### src/rtl/nibble_serial_adder_pkg.sv
// Shared definitions for the nibble-serial adder.
//   NIB_W     : width of one adder slice pass
//   state_e   : sequencer states (encodings fixed; the unused code recovers to idle)
//   nib_count : number of slice passes needed for a given operand width
package nibble_serial_adder_pkg;

    localparam int unsigned NIB_W = 4;

    typedef enum logic [1:0] {
        StIdle = 2'd0,
        StRun  = 2'd1,
        StDone = 2'd2
    } state_e;

    function automatic int unsigned nib_count(input int unsigned width);
        return width / NIB_W;
    endfunction

endpackage

### src/rtl/nibble_serial_adder_if.sv
// Operand/result handshake bundle for nibble_serial_adder.
//   in_valid/in_ready   : operand handshake (a, b, cin)
//   out_valid/out_ready : result handshake (sum, cout)
//   busy                : adder is computing or holding a result
// master = operand producer / result consumer, slave = the adder.
interface nibble_serial_adder_if #(
    parameter int unsigned WIDTH = 16
);
    logic             in_valid;
    logic             in_ready;
    logic [WIDTH-1:0] a;
    logic [WIDTH-1:0] b;
    logic             cin;
    logic             out_valid;
    logic             out_ready;
    logic [WIDTH-1:0] sum;
    logic             cout;
    logic             busy;

    modport master (
        output in_valid, a, b, cin, out_ready,
        input  in_ready, out_valid, sum, cout, busy
    );

    modport slave (
        input  in_valid, a, b, cin, out_ready,
        output in_ready, out_valid, sum, cout, busy
    );
endinterface

### src/rtl/nibble_serial_adder_cla.sv
// 4-bit carry-look-ahead adder slice (purely combinational).
//   a, b  : nibble operands
//   cin   : carry in
//   sum   : nibble sum
//   carry : carry out of bit 3
module nibble_serial_adder_cla
    import nibble_serial_adder_pkg::*;
(
    input  logic [NIB_W-1:0] a,
    input  logic [NIB_W-1:0] b,
    input  logic             cin,
    output logic [NIB_W-1:0] sum,
    output logic             carry
);
    logic [NIB_W-1:0] g;
    logic [NIB_W-1:0] p;
    logic [NIB_W:0]   c;

    assign g = a & b;
    assign p = a ^ b;

    // All carries computed directly from g/p/cin, no rippling.
    assign c[0] = cin;
    assign c[1] = g[0] | (p[0] & c[0]);
    assign c[2] = g[1] | (p[1] & g[0]) | (p[1] & p[0] & c[0]);
    assign c[3] = g[2] | (p[2] & g[1]) | (p[2] & p[1] & g[0]) | (p[2] & p[1] & p[0] & c[0]);
    assign c[4] = g[3] | (p[3] & g[2]) | (p[3] & p[2] & g[1]) | (p[3] & p[2] & p[1] & g[0])
                | (p[3] & p[2] & p[1] & p[0] & c[0]);

    assign sum   = p ^ c[NIB_W-1:0];
    assign carry = c[NIB_W];
endmodule

### src/rtl/nibble_serial_adder.sv
// Multi-cycle WIDTH-bit adder: one CLA nibble slice is reused for WIDTH/4 passes, LSB first,
// with the carry kept in a register between passes. Result is held until consumed.
//   clk, rst_n : clock, asynchronous active-low reset
//   bus        : slave side of nibble_serial_adder_if (operands in, sum/cout out, busy)
// WIDTH must match the interface WIDTH, be a multiple of 4 and at least 4.
module nibble_serial_adder
    import nibble_serial_adder_pkg::*;
#(
    parameter int unsigned WIDTH = 16
) (
    input logic                 clk,
    input logic                 rst_n,
    nibble_serial_adder_if.slave bus
);
    localparam int unsigned NIB   = nib_count(WIDTH);
    localparam int unsigned IDX_W = (NIB > 1) ? $clog2(NIB) : 1;

    state_e           state_q;
    logic [IDX_W-1:0] idx_q;
    logic [WIDTH-1:0] a_q;
    logic [WIDTH-1:0] b_q;
    logic [WIDTH-1:0] sum_q;
    logic             carry_q;
    logic             cout_q;

    logic [NIB_W-1:0] slice_a;
    logic [NIB_W-1:0] slice_b;
    logic [NIB_W-1:0] slice_sum;
    logic             slice_carry;
    logic             last_nib;

    always_comb begin
        slice_a  = a_q[idx_q * NIB_W +: NIB_W];
        slice_b  = b_q[idx_q * NIB_W +: NIB_W];
        last_nib = (idx_q == IDX_W'(NIB - 1));
    end

    nibble_serial_adder_cla u_cla (
        .a     (slice_a),
        .b     (slice_b),
        .cin   (carry_q),
        .sum   (slice_sum),
        .carry (slice_carry)
    );

    // A held result may be replaced in the same cycle it is consumed.
    assign bus.in_ready  = (state_q == StIdle) | ((state_q == StDone) & bus.out_ready);
    assign bus.out_valid = (state_q == StDone);
    assign bus.busy      = (state_q == StRun) | (state_q == StDone);
    assign bus.sum       = sum_q;
    assign bus.cout      = cout_q;

    always_ff @(posedge clk or negedge rst_n) begin
        if (!rst_n) begin
            state_q <= StIdle;
            idx_q   <= '0;
            a_q     <= '0;
            b_q     <= '0;
            sum_q   <= '0;
            carry_q <= 1'b0;
            cout_q  <= 1'b0;
        end else begin
            case (state_q)
                StIdle: begin
                    if (bus.in_valid) begin
                        a_q     <= bus.a;
                        b_q     <= bus.b;
                        carry_q <= bus.cin;
                        idx_q   <= '0;
                        state_q <= StRun;
                    end
                end
                StRun: begin
                    sum_q[idx_q * NIB_W +: NIB_W] <= slice_sum;
                    carry_q <= slice_carry;
                    idx_q   <= idx_q + IDX_W'(1);
                    if (last_nib) begin
                        cout_q  <= slice_carry;
                        idx_q   <= '0;
                        state_q <= StDone;
                    end
                end
                StDone: begin
                    if (bus.out_ready) begin
                        if (bus.in_valid) begin
                            a_q     <= bus.a;
                            b_q     <= bus.b;
                            carry_q <= bus.cin;
                            idx_q   <= '0;
                            state_q <= StRun;
                        end else begin
                            state_q <= StIdle;
                        end
                    end
                end
                default: state_q <= StIdle;
            endcase
        end
    end
endmodule
### src/flat_wrapper.sv
// flat-port wrapper written by rule: the top's interface ports become plain ports
module nibble_serial_adder_flat import nibble_serial_adder_pkg::*;
#(
    parameter int unsigned WIDTH = 16
)
  (clk, rst_n, bus_in_valid, bus_a, bus_b, bus_cin, bus_out_ready, bus_in_ready, bus_out_valid, bus_sum, bus_cout, bus_busy);
  nibble_serial_adder_if #(.WIDTH(WIDTH)) bus_i ();
  input logic clk;
  input logic rst_n;
  input wire logic [$bits(bus_i.in_valid)-1:0] bus_in_valid;
  input wire logic [$bits(bus_i.a)-1:0] bus_a;
  input wire logic [$bits(bus_i.b)-1:0] bus_b;
  input wire logic [$bits(bus_i.cin)-1:0] bus_cin;
  input wire logic [$bits(bus_i.out_ready)-1:0] bus_out_ready;
  output wire logic [$bits(bus_i.in_ready)-1:0] bus_in_ready;
  output wire logic [$bits(bus_i.out_valid)-1:0] bus_out_valid;
  output wire logic [$bits(bus_i.sum)-1:0] bus_sum;
  output wire logic [$bits(bus_i.cout)-1:0] bus_cout;
  output wire logic [$bits(bus_i.busy)-1:0] bus_busy;
  assign bus_i.in_valid = bus_in_valid;
  assign bus_i.a = bus_a;
  assign bus_i.b = bus_b;
  assign bus_i.cin = bus_cin;
  assign bus_i.out_ready = bus_out_ready;
  assign bus_in_ready = bus_i.in_ready;
  assign bus_out_valid = bus_i.out_valid;
  assign bus_sum = bus_i.sum;
  assign bus_cout = bus_i.cout;
  assign bus_busy = bus_i.busy;
  nibble_serial_adder #(.WIDTH(WIDTH)) u_core (.clk(clk), .rst_n(rst_n), .bus(bus_i));
endmodule
### config.mk
export PLATFORM = sky130hd
export DESIGN_NAME = nibble_serial_adder_flat
export DESIGN_NICKNAME = d
export VERILOG_FILES = /design/src/rtl/nibble_serial_adder_pkg.sv /design/src/rtl/nibble_serial_adder_if.sv /design/src/rtl/nibble_serial_adder_cla.sv /design/src/rtl/nibble_serial_adder.sv /design/src/flat_wrapper.sv
export SDC_FILE = /design/constraint.sdc
export NUM_CORES = 1
export LEC_CHECK = 0
export BUFFER_PORTS_ARGS = -buffer_cell sky130_fd_sc_hd__buf_4
export CAP_MARGIN = 5
export CORE_MARGIN = 1
export CORE_UTILIZATION = 58
export CTS_CLUSTER_SIZE = 12
export DETAILED_ROUTE_END_ITERATION = 8
export PLACE_DENSITY_LB_ADDON = 0.25
export SLEW_MARGIN = 20
export SYNTH_ARGS = -nofsm -noshare
export SYNTH_HDL_FRONTEND = slang
export SYNTH_SLANG_ARGS = --single-unit
### constraint.sdc
create_clock -name clk -period 3.9 [get_ports clk]
set_input_delay 0.195 -clock clk [delete_from_list [all_inputs] [get_ports clk]]
set_output_delay 0.195 -clock clk [all_outputs]
set_load 0.01 [all_outputs]
==> impl_metrics.ini <==
[floorplan]
ioPinCount = 57
dieArea_sq_mm = 0.00481
row_count = 24
coreArea_sq_mm = 0.00435
start_util_pct = 60.5
dieWidth_um = 69.4
die_h_um = 69.4

[timing]
hold_viol = 0
slew_headroom_pct = 45.0
drv_slew = 0
tightest_slew_ns = 0.826
setup_tns_ns = 0
fin_skew_ns = 0.00727
fmax_ghz = 0.355
rsz0062_at_grt = false
setup_viol = 0
holdWs_ns = 0.115
post-route-period-util_pct = 72.1
fin_crit_ns = 2.81

[yosys]
muxShareOfSynthArea_pct = 21.2
synth_simple_gate_area_share_pct = 7.36
yosys_register_bits = 54
syn_inst = 189
netlist_area_sq_mm = 0.00263
syn-num-nets = 241
yosysWarnings = 0
seq_area_frac_synth_pct = 51.3
synth_top_family_by_area = multiplexers
syn_avg_cell_area_sq_um = 13.9
synth_edf_count = 0
synth_xor_area_share_pct = 0.333
async_reset_ff_share_pct = 100
synth_flop_cell = dfrtp_1
synth_compound_area_share_pct = 8.88
yosys.area_share.adder_pct = 7.41
synth.distinct_cells = 34

[layout]
multi_input_area_sq_mm = 0.00119
drive_above_1_share_pct = 44.7
final_nets = 297
synthToLayoutAreaGrowth_pct = 19.6
layout_commonest_cell = buf_4
fill_cells = 298
fin_area_sq_mm = 0.00315
diodes = 0
layout_common_cells = buf_4 (56), dfrtp_1 (54), mux2_2 (31), nand2_1 (15), ha_1 (14)
regArea_sq_mm = 0.00135

[drt]
vias = 1717
viasPerCell = 5.76
postRouteAntennaNets = 0
drtIter0Drc = 143
drc = 0
dr.pass1.iters = 4
routed_wl_um = 5060
wl_per_cell_um = 17.0

[clock_network]
cts_setup_buffers = 0
clkTransAtPathRegs_ns = 0.10
post_cts_resize_count = 0
clkLatencyLatePin_ns = 0.30
htree_levels = 2
clockRootBuffer = clkbuf_8
cts.sinks = 54
clk_path_buf_depth = 2
cts_tree = done
cts-buffers-inserted = 5

[setup_path]
worstPathCellList = mux4_2 -> ha_1 -> a211oi_1 -> nor2_1 -> o311ai_2 -> o21ai_0
max_stage_delay_ns = 0.89
crit_arrival_ns = 2.99
path_class = reg -> reg
end_kind = flop
crit_fanout = 18
crit_required_ns = 4.08
slowest_stage = dfrtp_1
start_kind = flop
r2r_slack_ns = 1.09

[outcome]
status = finished clean

[global_routing]
grt_pass1_wl_um = 8650
track_usage_pct = 22.9
antenna_found_initial = 0
overflow = 0
grt_max_degree = 55
grt_pass1_vias = 1803

[place]
dpl.hpwl_um = 3840
gp_congestion = 0.815
place_area_sq_mm = 0.00305
portBuffers = 56

[pwr]
peakVddDrop_mv = 0.452
p_per_area_mw_per_mm2 = 805
p_leak_nw = 1.49

[run]
drv_cap = 0

[worst_hold_path]
hold_path.class = in -> reg
Yosys cell counts, types with 2 or more instances:
| cell | instances | area, sq um |
|---|---|---|
| mux4_2 | 8 | 180 |
| and4b_1 | 2 | 20.0 |
| inv_1 | 7 | 26.3 |
| mux2_2 | 31 | 349 |
| o21ai_0 | 7 | 35.0 |
| mux2_4 | 2 | 30.0 |
| a21o_1 | 2 | 15.0 |
| a21oi_1 | 2 | 10.0 |
| nor2b_1 | 3 | 18.8 |
| dfrtp_1 | 54 | 1350 |
| a211oi_1 | 2 | 15.0 |
| a22o_1 | 12 | 105 |
| buf_6 | 3 | 33.8 |
| nor2_1 | 5 | 18.8 |
| buf_4 | 3 | 22.5 |
| ha_1 | 14 | 175 |
| nand2_1 | 15 | 56.3 |
report_power, final:
| part | total [W] | internal [W] | switching (W) | leakage, nW |
|---|---|---|---|---|
| combinational | 0.00127 | 0.000654 | 0.000612 | 0.770 |
| sequential | 0.000967 | 0.000786 | 0.000182 | 0.673 |
| clock | 0.000302 | 0.000127 | 0.000175 | 0.0452 |
registers in the layout, indices dropped and copies added (netlist names):
| signal | count |
|---|---|
| u_core.bus.cout | 1 |
| u_core.bus.sum | 16 |
| u_core.a_q | 16 |
| u_core.carry_q | 1 |
| u_core.state_q | 2 |
| u_core.b_q | 16 |
| u_core.idx_q | 2 |
metrics by stage:
stage / worst slack, ns / util, % / total power [W] / cells
finish: 1.09 / 72.4 / 0.00254 / 298
global route: 0.883 / 72.4 / 0.00271 / 298
CTS: 1.04 / 72.4 / 0.00255 / 298
detailed placement: 1.05 / 70.1 / 0.00224 / 289
global placement: 1.22 / 70.1 / 0.00218 / 289
floorplan: 1.56 / - / 0.00190 / 189
path summary, 6_finish.rpt:
kind                                                startpoint                             end  cells past startpoint
worst max-delay path               u_core.idx_q[0]$_DFFE_PN0P_   u_core.bus.sum[7]$_DFFE_PN0P_                      6
worst min-delay path                                 bus_b[10]      u_core.b_q[10]$_DFFE_PN0P_                      2
worst max register to register     u_core.idx_q[0]$_DFFE_PN0P_   u_core.bus.sum[7]$_DFFE_PN0P_                      6
worst min register to register  u_core.bus.sum[11]$_DFFE_PN0P_  u_core.bus.sum[11]$_DFFE_PN0P_                      2
max in group asynchronous                                rst_n      u_core.a_q[11]$_DFFE_PN0P_                      2
min in group asynchronous                                rst_n   u_core.bus.sum[2]$_DFFE_PN0P_                      2
logic make-up after synthesis:
logic type | after synthesis
compound gates | 30
xor+xnor | 1
fa+ha+maj | 15
buf+inv | 15
flops | 54
mux | 41
simple gates | 33
timing repair:
action | in CTS | in global routing
setup endpoints to repair | 0 | 0
hold endpoints to repair | 54 | 0
hold buffers | 1 | 0
area by class of cell:
class	count	area share (%)
sequential	54	42.9
tap	52	2.07
clock buffer	6	2.30
multi-input combinational	120	37.8
inverter	7	0.834
clock inverter	2	0.437
timing repair buffer	57	13.7
per-layer routing:
| metal | GRT usage, % | vias up | part of all wire, % |
|---|---|---|---|
| met4 | 5.67 | 0 | 1.8 |
| li1 | - | 803 | - |
| met3 | 4.94 | 9 | 4.4 |
| met1 | 29.8 | 846 | 43 |
| met5 | 0 | - | 0 |
| met2 | 39.3 | 59 | 51 |
critical path: cells and delay by family, from the launching register on:
family | cells | cell delay, ns
flip-flops | 1 | 0.89
multiplexers | 1 | 0.64
AO/OA/AOI/OAI | 3 | 0.71
adder cells (fa/ha/maj) | 1 | 0.34
AND/OR/NAND/NOR | 1 | 0.10
No activity file was read; power rests on OpenSTA's default activity.
